[src/rtl/mem_arb_pkg.sv]
// Shared types and helpers for the memory write arbiters.
package mem_arb_pkg;

   typedef enum logic {
      IDLE  = 1'b0,
      GRANT = 1'b1
   } arb_state_e;

   // Next round-robin position after idx, wrapping at n.
   function automatic int rr_next(input int idx, input int n);
      return (idx + 1 >= n) ? 0 : idx + 1;
   endfunction

endpackage

[src/rtl/rr_picker.sv]
// Combinational round-robin picker: the first asserted request found by
// scanning from rr_ptr upward, wrapping modulo NUM_REQ.
module rr_picker #(
   parameter int NUM_REQ = 4,
   localparam int ID_W = (NUM_REQ > 1) ? $clog2(NUM_REQ) : 1
) (
   input  logic [NUM_REQ-1:0] req,
   input  logic [ID_W-1:0]    rr_ptr,
   output logic               found,
   output logic [ID_W-1:0]    winner
);

   int idx;

   // Scan from the farthest offset down to the nearest so that the nearest
   // asserted request is the last one written.
   always_comb begin
      found  = 1'b0;
      winner = '0;
      idx    = 0;
      for (int i = NUM_REQ - 1; i >= 0; i--) begin
         idx = (int'(rr_ptr) + i) % NUM_REQ;
         if (req[idx[ID_W-1:0]]) begin
            found  = 1'b1;
            winner = idx[ID_W-1:0];
         end
      end
   end

endmodule

[src/rtl/mem_write_arbiter.sv]
// Round-robin arbiter sharing one Avalon-MM write master between NUM_REQ
// writers. The granted writer passes straight through; the grant is held
// across waitrequest stalls and rotates after QUANTUM accepted writes or
// when the writer drops its write strobe.
//
//   state | meaning
//   IDLE  | no grant; arbitrate among requesters when enable is high
//   GRANT | grant_id owns the memory port
module mem_write_arbiter
   import mem_arb_pkg::*;
#(
   parameter int NUM_REQ       = 4,
   parameter int WRITE_WIDTH   = 256,
   parameter int ADDRESS_WIDTH = 32,
   parameter int QUANTUM       = 4,
   localparam int GID_W = (NUM_REQ > 1) ? $clog2(NUM_REQ) : 1,
   localparam int QC_W  = $clog2(QUANTUM + 1)
) (
   input  logic                               clock,
   input  logic                               reset,
   input  logic                               enable,
   input  logic [NUM_REQ-1:0]                 req_write,
   input  logic [NUM_REQ*ADDRESS_WIDTH-1:0]   req_address,
   input  logic [NUM_REQ*WRITE_WIDTH-1:0]     req_writedata,
   output logic [NUM_REQ-1:0]                 req_waitrequest,
   output logic                               mem_write,
   output logic [ADDRESS_WIDTH-1:0]           mem_address,
   output logic [WRITE_WIDTH-1:0]             mem_writedata,
   input  logic                               mem_waitrequest,
   output logic                               grant_valid,
   output logic [GID_W-1:0]                   grant_id
);

   arb_state_e               state, state_nxt;
   logic [GID_W-1:0]         grant_id_nxt;
   logic [GID_W-1:0]         rr_ptr, rr_ptr_nxt;
   logic [QC_W-1:0]          qcount, qcount_nxt;
   logic                     pick_found;
   logic [GID_W-1:0]         pick_id;
   logic                     sel_write;
   logic [ADDRESS_WIDTH-1:0] sel_address;
   logic [WRITE_WIDTH-1:0]   sel_writedata;
   logic                     accept;
   logic                     last_write;

   rr_picker #(.NUM_REQ(NUM_REQ)) u_picker (
      .req    (req_write),
      .rr_ptr (rr_ptr),
      .found  (pick_found),
      .winner (pick_id)
   );

   // Arbiter state registers.
   always_ff @(posedge clock or posedge reset) begin
      if (reset) begin
         state    <= IDLE;
         grant_id <= '0;
         rr_ptr   <= '0;
         qcount   <= '0;
      end else begin
         state    <= state_nxt;
         grant_id <= grant_id_nxt;
         rr_ptr   <= rr_ptr_nxt;
         qcount   <= qcount_nxt;
      end
   end

   // Pass-through mux from the granted requester to memory; zero when idle.
   always_comb begin
      sel_write       = req_write[grant_id];
      sel_address     = req_address[grant_id*ADDRESS_WIDTH +: ADDRESS_WIDTH];
      sel_writedata   = req_writedata[grant_id*WRITE_WIDTH +: WRITE_WIDTH];
      grant_valid     = (state == GRANT);
      mem_write       = grant_valid && sel_write;
      mem_address     = mem_write ? sel_address : '0;
      mem_writedata   = mem_write ? sel_writedata : '0;
      req_waitrequest = '1;
      if (grant_valid) req_waitrequest[grant_id] = mem_waitrequest;
      accept          = mem_write && !mem_waitrequest;
      last_write      = accept && ((qcount + QC_W'(1)) == QC_W'(QUANTUM));
   end

   // Grant/rotate decisions. Release only on an accepted write or a dropped
   // strobe, so a stalled command never loses its grant.
   always_comb begin
      state_nxt    = state;
      grant_id_nxt = grant_id;
      rr_ptr_nxt   = rr_ptr;
      qcount_nxt   = qcount;
      case (state)
         IDLE: begin
            if (enable && pick_found) begin
               state_nxt    = GRANT;
               grant_id_nxt = pick_id;
               qcount_nxt   = '0;
            end
         end
         GRANT: begin
            if (accept) qcount_nxt = qcount + QC_W'(1);
            if (!sel_write || last_write) begin
               state_nxt  = IDLE;
               rr_ptr_nxt = GID_W'(rr_next(int'(grant_id), NUM_REQ));
            end
         end
         default: state_nxt = IDLE;
      endcase
   end

endmodule

[config.mk]
export PLATFORM = sky130hd
export DESIGN_NAME = mem_write_arbiter
export DESIGN_NICKNAME = d
export VERILOG_FILES = /design/src/rtl/mem_arb_pkg.sv /design/src/rtl/rr_picker.sv /design/src/rtl/mem_write_arbiter.sv
export SDC_FILE = /design/constraint.sdc
export NUM_CORES = 1
export LEC_CHECK = 0
export BUFFER_PORTS_ARGS = -buffer_cell sky130_fd_sc_hd__buf_2
export CORE_AREA = 4 4 561 563
export DETAILED_ROUTE_END_ITERATION = 8
export DIE_AREA = 0 0 565 567
export GPL_ROUTABILITY_DRIVEN = 1
export SLEW_MARGIN = 40
export SYNTH_ARGS = -nofsm -noshare
export SYNTH_HDL_FRONTEND = slang
export SYNTH_SLANG_ARGS = --single-unit
export TNS_END_PERCENT = 5
[constraint.sdc]
create_clock -name clock -period 2.3 [get_ports clock]
set_input_delay 0 -clock clock [delete_from_list [all_inputs] [get_ports clock]]
set_output_delay 0 -clock clock [all_outputs]
set_load 0.02 [all_outputs]
==> parameters.txt, run 1 <==
Parameter                              Value

Setup path
  CP Max Fanout ... 7
  RR Startpoint ... qcount[0]
  Endpoint of the lowest-slack register-to-register path ... rr_ptr[1]
  Setup Crit Path Kind ... reg2out
  Worst EP arrival ... 2.47 ns
  Worst reg2reg setup slack ... 0.65 ns
  Critical path required time ... 2.30 ns
  Type of element launching the critical path ... register
  Nature of the critical path endpoint ... output pin
  Worst Reg-to-Reg Cells ... 6

Detailed routing
  Count of antenna-violating nets left after detailed routing ... 4
  1st-iter DRT viols ... 2284
  Vias per std cell ... 2.84
  Final routed wirelength across all metal layers ... 290000 um
  Drt wl/cell ... 43.9 um
  Number of remaining DRC errors ... 0
  Length of the first detailed-routing pass in iterations ... 6
  Vias ... 18786

Timing
  Hold violation count in the final report ... 0
  Fin Setup TNS ... -10.13 ns
  Layout Skew ... 0.00647 ns
  Worst-margin pin slew ... 0.505 ns
  Slew headroom ... 66.3%
  Setup violators final ... 187
  Final critical-path share of the clock period ... 107%
  Unrepaired setup endpoints after global routing ... yes
  Pins over their slew limit ... 0
  Fin crit period ... 2.47 ns
  Highest clock frequency the design can meet ... 0.405 GHz
  Slack of the critical path ... -0.168 ns

Worst hold path
  Startpoint of the lowest-slack hold path ... mem_waitrequest
  Number of stages on the worst hold path ... 3
  Min-delay worst type ... in2reg
  Worst-case hold path end point ... grant_valid

Global routing
  Maximum number of pins on one net before global-route repair ... 41
  First-pass GRT wire length ... 320000 um
  Overflow left after global routing ... 0
  Number of global-route vias before repair ... 16236
  Number of antenna violations at the first check in global routing ... 546
  Total global-route track usage ... 17.0%

Floorplan
  Starting utilization of the core area ... 3.10%
  Number of placement rows ... 204
  Area of the die ... 320000 sq um
  Chip width ... 565 um
  Core region area ... 309000 sq um
  Vert. Die Dim ... 567 um
  IO Pins ... 1456

Place
  Placed inst area ... 24100 sq um
  Final RePlAce weighted congestion ... 1.37
  Sum of net half-perimeters after detailed placement ... 275000 um
  Number of buffers inserted by port buffering ... 1455

Yosys
  Cell types occupying the most area after synthesis ... sky130_fd_sc_hd__mux4_2, sky130_fd_sc_hd__and2_1, sky130_fd_sc_hd__buf_6, sky130_fd_sc_hd__dfrtp_1, sky130_fd_sc_hd__buf_4
  Sequential area share after synthesis ... 2.09%
  Warnings from Yosys ... 0
  Top cell type's share of synthesized area ... 67.8%
  Mapped Avg Cell Area ... 13.0 sq um
  Gate count after technology mapping ... 734
  Synthesized net count ... 1900
  Dominant cell type by area after synthesis ... sky130_fd_sc_hd__mux4_2
  Post-synthesis cell area ... 9560 sq um
  Number of synthesized register bits ... 8
  Synth cell types ... 26

Run
  Max-Cap Viols ... 0

Clock tree
  Clock slew at the register clock pins of the worst setup and hold paths ... 0.04 ns
  CTS tree ... done
  Clock buffers created by TritonCTS ... 3
  CTS Root Buffer Type ... sky130_fd_sc_hd__clkbuf_16
  Max H-tree Level ... 1
  Number of sinks on the clock net ... 8
  Clk Latency, worst-skew pair ... 0.24 ns
  Number of buffers between clock root and the deepest sink ... 2

Finish
  Cell area after layout ... 26200 sq um
  Number of filler cells placed in the layout ... 36068
  Fraction of layout instances using a drive strength above 1 ... 90.0%
  Highest-count cells in the layout ignoring fill and taps ... sky130_fd_sc_hd__buf_2, sky130_fd_sc_hd__mux4_2, sky130_fd_sc_hd__and2_1, sky130_fd_sc_hd__buf_12, sky130_fd_sc_hd__and2_4
  Leading cell type in the layout, fill and taps excluded ... sky130_fd_sc_hd__buf_2
  Sequential cell area ... 208 sq um
  Final standard cell utilization of the core ... 8.47%
  Final nets ... 3376
  Synthesis-to-finish area growth ... 174%
  Area used by multi-input combinational logic ... 8920 sq um

Pwr
  Cell area power density ... 1020 nW/um^2
  Max rail drop VDD ... 641 uV
  Post-layout power ... 26.7 mW
  Static Leak ... 10.4 nW

Outcome
  Failing checks ... antenna violations, negative setup slack
  Result of the run ... finished, violations left
-- worst max-delay path: stages, from the launching register on --
cell and delay [ns]:
sky130_fd_sc_hd__dfrtp_4 0.45, sky130_fd_sc_hd__buf_16 0.24, sky130_fd_sc_hd__buf_16 0.17, sky130_fd_sc_hd__buf_12 0.13, sky130_fd_sc_hd__clkbuf_16 0.17, sky130_fd_sc_hd__mux4_2 0.66, sky130_fd_sc_hd__and2_4 0.20, sky130_fd_sc_hd__buf_6 0.13
-- where the power goes --
group / switching, mW / internal [mW] / leakage [nW] / total (mW)
combinational: 13.9 / 12.1 / 10.2 / 26.1
sequential: 0.0958 / 0.212 / 0.0985 / 0.308
clock: 0.0775 / 0.232 / 0.0399 / 0.309
total: 14.1 / 12.6 / 10.4 / 26.7
-- repair_timing --
| item | 4_1_cts | 5_1_grt |
|---|---|---|
| endpoints found under the setup margin | 160 | 237 |
| gates cloned | 0 | 10 |
| gates resized for setup | 199 | 106 |
| endpoints found under the hold margin | 8 | 0 |
| hold buffers | 1 | 0 |
| pin swaps | 50 | 33 |
| buffers inserted | 6 | 17 |
-- layout make-up --
cell class / count / area share (%)
inverter: 7 / 0.129
tap: 4120 / 19.7
antenna: 277 / 2.65
sequential: 8 / 0.794
timing repair buffer: 1567 / 42.3
clock buffer: 4 / 0.301
multi-input combinational: 623 / 34.1
-- state kept, by name, indices dropped and copies added (netlist names) --
| name | flops |
|---|---|
| grant_id | 2 |
| qcount | 3 |
| rr_ptr | 2 |
| grant_valid | 1 |
-- routing by layer --
layer  up-vias  track usage, %  wire (um)
met1      8675            19.2     106000
li1       6303               -          -
met5         -           0.506       2450
met3      1058            12.9      52200
met2      2436            24.6     116000
met4       314            5.19      13500
-- cell usage after synthesis --
cell type and count:
sky130_fd_sc_hd__and3_1 1, sky130_fd_sc_hd__o32ai_1 1, sky130_fd_sc_hd__o31ai_1 1, sky130_fd_sc_hd__buf_4 24
sky130_fd_sc_hd__or4_1 1, sky130_fd_sc_hd__nor2_1 5, sky130_fd_sc_hd__ha_1 6, sky130_fd_sc_hd__mux4_2 288
sky130_fd_sc_hd__dfrtp_1 8, sky130_fd_sc_hd__buf_2 24, sky130_fd_sc_hd__a21oi_1 1, sky130_fd_sc_hd__inv_1 6
sky130_fd_sc_hd__buf_1 6, sky130_fd_sc_hd__buf_6 32, sky130_fd_sc_hd__inv_2 1, sky130_fd_sc_hd__mux2_2 2
sky130_fd_sc_hd__o21ai_2 1, sky130_fd_sc_hd__nor3_1 1, sky130_fd_sc_hd__o221ai_1 1, sky130_fd_sc_hd__nand2_1 10
sky130_fd_sc_hd__nand3b_1 1, sky130_fd_sc_hd__nor2b_1 5, sky130_fd_sc_hd__o21ai_0 5, sky130_fd_sc_hd__clkbuf_1 10
sky130_fd_sc_hd__mux2i_1 5, sky130_fd_sc_hd__and2_1 288
-- worst max-delay path by stage --
stage	endpoint	startpoint
after CTS	mem_writedata[58]	grant_id[0]
after global placement	mem_writedata[54]	grant_id[0]
after floorplan	mem_writedata[246]	grant_id[0]
final	mem_writedata[239]	grant_id[0]
after global routing	mem_writedata[234]	grant_id[0]
after detailed placement	mem_writedata[54]	grant_id[0]
-- cell families after synthesis --
logic type	synth area share, %
and+or+nand+nor	20.0
muxes	68.6
buffers and inverters	7.81
AOI/OAI and AO/OA	0.667
DFF	2.09
adders and majority gates	0.785
-- per-stage QoR --
| step | hold slack (ns) | cells | setup slack (ns) |
|---|---|---|---|
| 4_1_cts | 0.122 | 6302 | -0.185 |
| 3_5_place_dp | 0.0457 | 6291 | 0.000110 |
| 5_1_grt | 0.144 | 6474 | -0.185 |
| 2_1_floorplan | -0.184 | 734 | 0.533 |
| 3_3_place_gp | 0.0426 | 6291 | -0.00208 |
| 6_report | 0.129 | 6606 | -0.168 |
(Power assumes the default switching activity.)
==> run 2: changes to the inputs <==
- ABC_AREA: not set -> 1
- CORE_AREA: 4 4 561 563 -> 8 8 555 557
- DIE_AREA: 0 0 565 567 -> 0 0 563 565
==> run 2 against run 1 <==
- the run ends with negative setup slack left
- register-to-register slack got worse by 0.13 ns
- critical path depth decreased by 1
- sequential power increased by 7.5%
- sequential share of layout area about the same
- clock-buffer cell count unchanged
- worst hold slack improved by 0.0070 ns
- combinational power increased by 30%
- area after synthesis increased by 19%
- via count increased by 36%
- cell count increased by 18%
- non-clock buffer count unchanged
- utilization increased by 0.59 points
- largest cell class unchanged
==> parameters.txt, run 2 <==
Parameter                              Value

Setup path
  Setup Crit Path Kind ... reg2out
  Buf+Inv Stages, Crit Path ... 4 (-1)
  Delay of the slowest critical-path stage ... 0.57 ns (-0.09 ns)
  Nature of the critical path endpoint ... output pin
  Worst EP arrival ... 2.37 ns (-0.10 ns)
  Worst Reg-to-Reg Cells ... 10 (+4)
  Crit-path leading delay family ... buffers and inverters
  Crit. path cell count ... 6 (-1)
  Cell with the biggest individual delay on the critical path ... sky130_fd_sc_hd__o21ai_1
  Critical path required time ... 2.30 ns (about the same)
  CP cell instances ... clkinv_8 > buf_16 > buf_6 > o21ai_1 > a21oi_2 > buf_2
  Type of element launching the critical path ... register
  CP Max Fanout ... 29 (+22)

Yosys
  Top cell type's share of synthesized area ... 38.3% (-30 points)
  Post-synthesis cell area ... 11300 sq um (+19%)
  Synth cell types ... 20 (-23%)
  Flip-flop cell with the highest count after synthesis ... sky130_fd_sc_hd__dfrtp_1
  Synthesized net count ... 3518 (+85%)
  Multiplexer fraction of the synthesized cell area ... 0% (-69 points)
  Cell types occupying the most area after synthesis ... sky130_fd_sc_hd__nor2_1, sky130_fd_sc_hd__o21ai_0, sky130_fd_sc_hd__a21oi_2, sky130_fd_sc_hd__buf_2, sky130_fd_sc_hd__a21oi_1
  Dominant cell type by area after synthesis ... sky130_fd_sc_hd__nor2_1
  Number of synthesized register bits ... 8 (unchanged)
  Gate count after technology mapping ... 2352 (+220%)
  Basic-gate share of the synthesized area counting and, or, nand and nor cells ... 41.3% (+21 points)
  Warnings from Yosys ... 0 (unchanged)
  Sequential area share after synthesis ... 1.77% (-0.33 points)
  Post-synthesis async set-or-reset flop share ... 100% (unchanged)
  Synthesized-area fraction occupied by ao, oa, aoi and oai cells ... 45.6% (+45 points)
  Xor-xnor portion of the synthesized cell area ... 0% (unchanged)
  Cell types with the highest counts after synthesis ... sky130_fd_sc_hd__nor2_1, sky130_fd_sc_hd__o21ai_0, sky130_fd_sc_hd__a21oi_2
  Adder-cell share of the synthesized area ... 0.662% (-0.12 points)
  Mapped Avg Cell Area ... 4.82 sq um (-63%)
  Cell with the most instances after synthesis ... sky130_fd_sc_hd__nor2_1
  Number of enable-type register cells in the synthesized netlist ... 0 (unchanged)
  Dominant combinational cell family by area after synthesis ... compound AO/OA/AOI/OAI gates

Place
  Final RePlAce weighted congestion ... 1.03 (-25%)
  Number of buffers inserted by port buffering ... 1455 (unchanged)
  Sum of net half-perimeters after detailed placement ... 257000 um (-6.6%)

Global routing
  Maximum number of pins on one net before global-route repair ... 103 (+150%)
  Number of global-route vias before repair ... 22207 (+37%)
  First-pass GRT wire length ... 319000 um (-0.12%)
  Number of antenna violations at the first check in global routing ... 462 (-15%)
  Overflow left after global routing ... 0 (unchanged)
  Total global-route track usage ... 16.2% (-0.77 points)

Floorplan
  Starting utilization of the core area ... 3.79% (+0.70 points)
  Number of placement rows ... 201 (-1.5%)
  Area of the die ... 318000 sq um (-0.71%)
  IO Pins ... 1456 (unchanged)
  Chip width ... 563 um (-0.35%)
  Core region area ... 299000 sq um (-3.3%)
  Vert. Die Dim ... 565 um (-0.35%)

Finish
  Highest-count cells in the layout ignoring fill and taps ... sky130_fd_sc_hd__buf_2, sky130_fd_sc_hd__nor2_1, sky130_fd_sc_hd__o21ai_0, sky130_fd_sc_hd__a21oi_2, sky130_fd_sc_hd__buf_12
  Synthesis-to-finish area growth ... 139%
  Registers with the most flip-flops ... qcount (3), grant_id (2), rr_ptr (2)
  Sequential cell area ... 208 sq um (unchanged)
  Leading cell type in the layout, fill and taps excluded ... sky130_fd_sc_hd__buf_2
  Final nets ... 4867 (+44%)
  Register bank with the most flops ... qcount
  Flip-flop count of the largest register, all copies and words added ... 3 (unchanged)
  Number of filler cells placed in the layout ... 35549 (-1.4%)
  Fraction of layout instances using a drive strength above 1 ... 51.9% (-38 points)
  Area used by multi-input combinational logic ... 10500 sq um (+18%)

Detailed routing
  1st-iter DRT viols ... 2658 (+16%)
  Final routed wirelength across all metal layers ... 284000 um (-2.0%)
  Vias ... 25614 (+36%)
  Count of antenna-violating nets left after detailed routing ... 0 (-4)
  Length of the first detailed-routing pass in iterations ... 5 (-1)
  Drt wl/cell ... 36.3 um (-17%)
  Vias per std cell ... 3.27 (+15%)
  Number of remaining DRC errors ... 0 (unchanged)

Pwr
  Static Leak ... 11.1 nW (+7.1%)
  Cell area power density ... 1280 nW/um^2 (+25%)
  Post-layout power ... 34.6 mW (+30%)
  Max rail drop VDD ... 1390 uV (+120%)

Clock tree
  CTS Root Buffer Type ... sky130_fd_sc_hd__clkbuf_16
  Max H-tree Level ... 1 (unchanged)
  Clock slew at the register clock pins of the worst setup and hold paths ... 0.04 ns (about the same)
  Clock buffers created by TritonCTS ... 3 (unchanged)
  CTS tree ... done
  Number of sinks on the clock net ... 8 (unchanged)
  Clk Latency, worst-skew pair ... 0.25 ns (about the same)
  Number of buffers between clock root and the deepest sink ... 2 (unchanged)

Worst hold path
  Number of stages on the worst hold path ... 5 (+2)
  Min-delay worst type ... in2reg

Run
  Max-Cap Viols ... 0 (unchanged)

Timing
  Unrepaired setup endpoints after global routing ... yes
  Fin crit period ... 2.37 ns (-0.0980 ns)
  Slack of the critical path ... -0.0704 ns (+0.0980 ns)
  Worst-margin pin slew ... 0.943 ns (+0.438 ns)
  Hold violation count in the final report ... 0 (unchanged)
  Highest clock frequency the design can meet ... 0.422 GHz (+4.1%)
  Minimum hold slack ... 0.136 ns (+0.00703 ns)
  Pins over their slew limit ... 0 (unchanged)
  Slew headroom ... 37.1% (-29 points)
  Setup violators final ... 21 (-89%)
  Layout Skew ... 0.00662 ns (+0.000156 ns)
  Final critical-path share of the clock period ... 103% (-4.3 points)

Outcome
  Failing checks ... negative setup slack
  Result of the run ... finished, violations left
run 2: repair_timing:
action | CTS | global route
endpoints found under the setup margin | 138 | 180
cloned | 0 | 17
pin swaps | 2 | 0
gates resized for setup | 149 | 165
setup buffers | 0 | 14
endpoints found under the hold margin | 8 | 0
hold buffers | 1 | 0
run 2: worst register-to-register path, stage by stage, from the launching register on:
cell	delay, ns
sky130_fd_sc_hd__dfrtp_1	0.48
sky130_fd_sc_hd__inv_1	0.20
sky130_fd_sc_hd__nand2_1	0.10
sky130_fd_sc_hd__nand2_1	0.07
sky130_fd_sc_hd__nand2_1	0.08
sky130_fd_sc_hd__nand2_1	0.07
sky130_fd_sc_hd__nor2_1	0.18
sky130_fd_sc_hd__nand2_1	0.09
sky130_fd_sc_hd__nand3_1	0.23
sky130_fd_sc_hd__nand3_1	0.12
sky130_fd_sc_hd__nand2_1	0.08
run 2: worst paths after layout:
check | start | end | slack, ns
min reg2reg | qcount[1] | qcount[1] | 0.51
max reg2reg | rr_ptr[0] | qcount[0] | 0.52
max in group asynchronous | reset | grant_id[1] | 1.60
max | grant_id[0] | mem_writedata[222] | -0.07
min in group asynchronous | reset | grant_id[0] | 0.42
min | enable | grant_id[1] | 0.14
run 2: cell families (layout without fill, tap and decap cells):
group,count (synthesis),count (layout)
AO/OA/AOI/OAI,868,868
AND/OR/NAND/NOR,1232,1232
flip-flops,8,8
buffers and inverters,238,1586
other,0,170
adder cells (fa/ha/maj),6,6
run 2: area by class of cell:
| cell class | instances | share of cell area, % |
|---|---|---|
| antenna | 170 | 1.57 |
| clock buffer | 4 | 0.291 |
| inverter | 13 | 0.351 |
| multi-input combinational | 2106 | 38.7 |
| sequential | 8 | 0.767 |
| tap | 3958 | 18.3 |
| timing repair buffer | 1567 | 39.9 |
| timing repair inverter | 2 | 0.102 |
run 2: metal layers:
layer,up-vias,wire [um],global-route usage (%),part of all wire (%)
met5,-,2190,0,0.77
met4,310,10500,3.86,3.7
met3,948,46200,11.0,16
met2,2431,123000,25.8,43
met1,11278,103000,17.8,36
li1,10647,-,-,-
run 2: stage by stage:
step	instances	instance area, sq um	TNS (ns)	util, %	setup WS [ns]
CTS	7627	25500	-5.66	8.55	-0.155
finish	7828	27100	-0.676	9.06	-0.0704
detailed placement	7622	25100	-0.926	8.40	-0.194
global placement	7619	25000	-4.97	8.37	-0.753
global route	7738	26800	-2.97	8.99	-0.125
floorplan	2352	11300	0	-	0.567
run 2: report_power, final:
| group | internal [mW] | total (mW) | leakage, nW | switching (mW) |
|---|---|---|---|---|
| logic | 10.9 | 34.0 | 11.0 | 23.0 |
| clock network | 0.233 | 0.325 | 0.0392 | 0.0920 |
| registers | 0.213 | 0.331 | 0.100 | 0.118 |
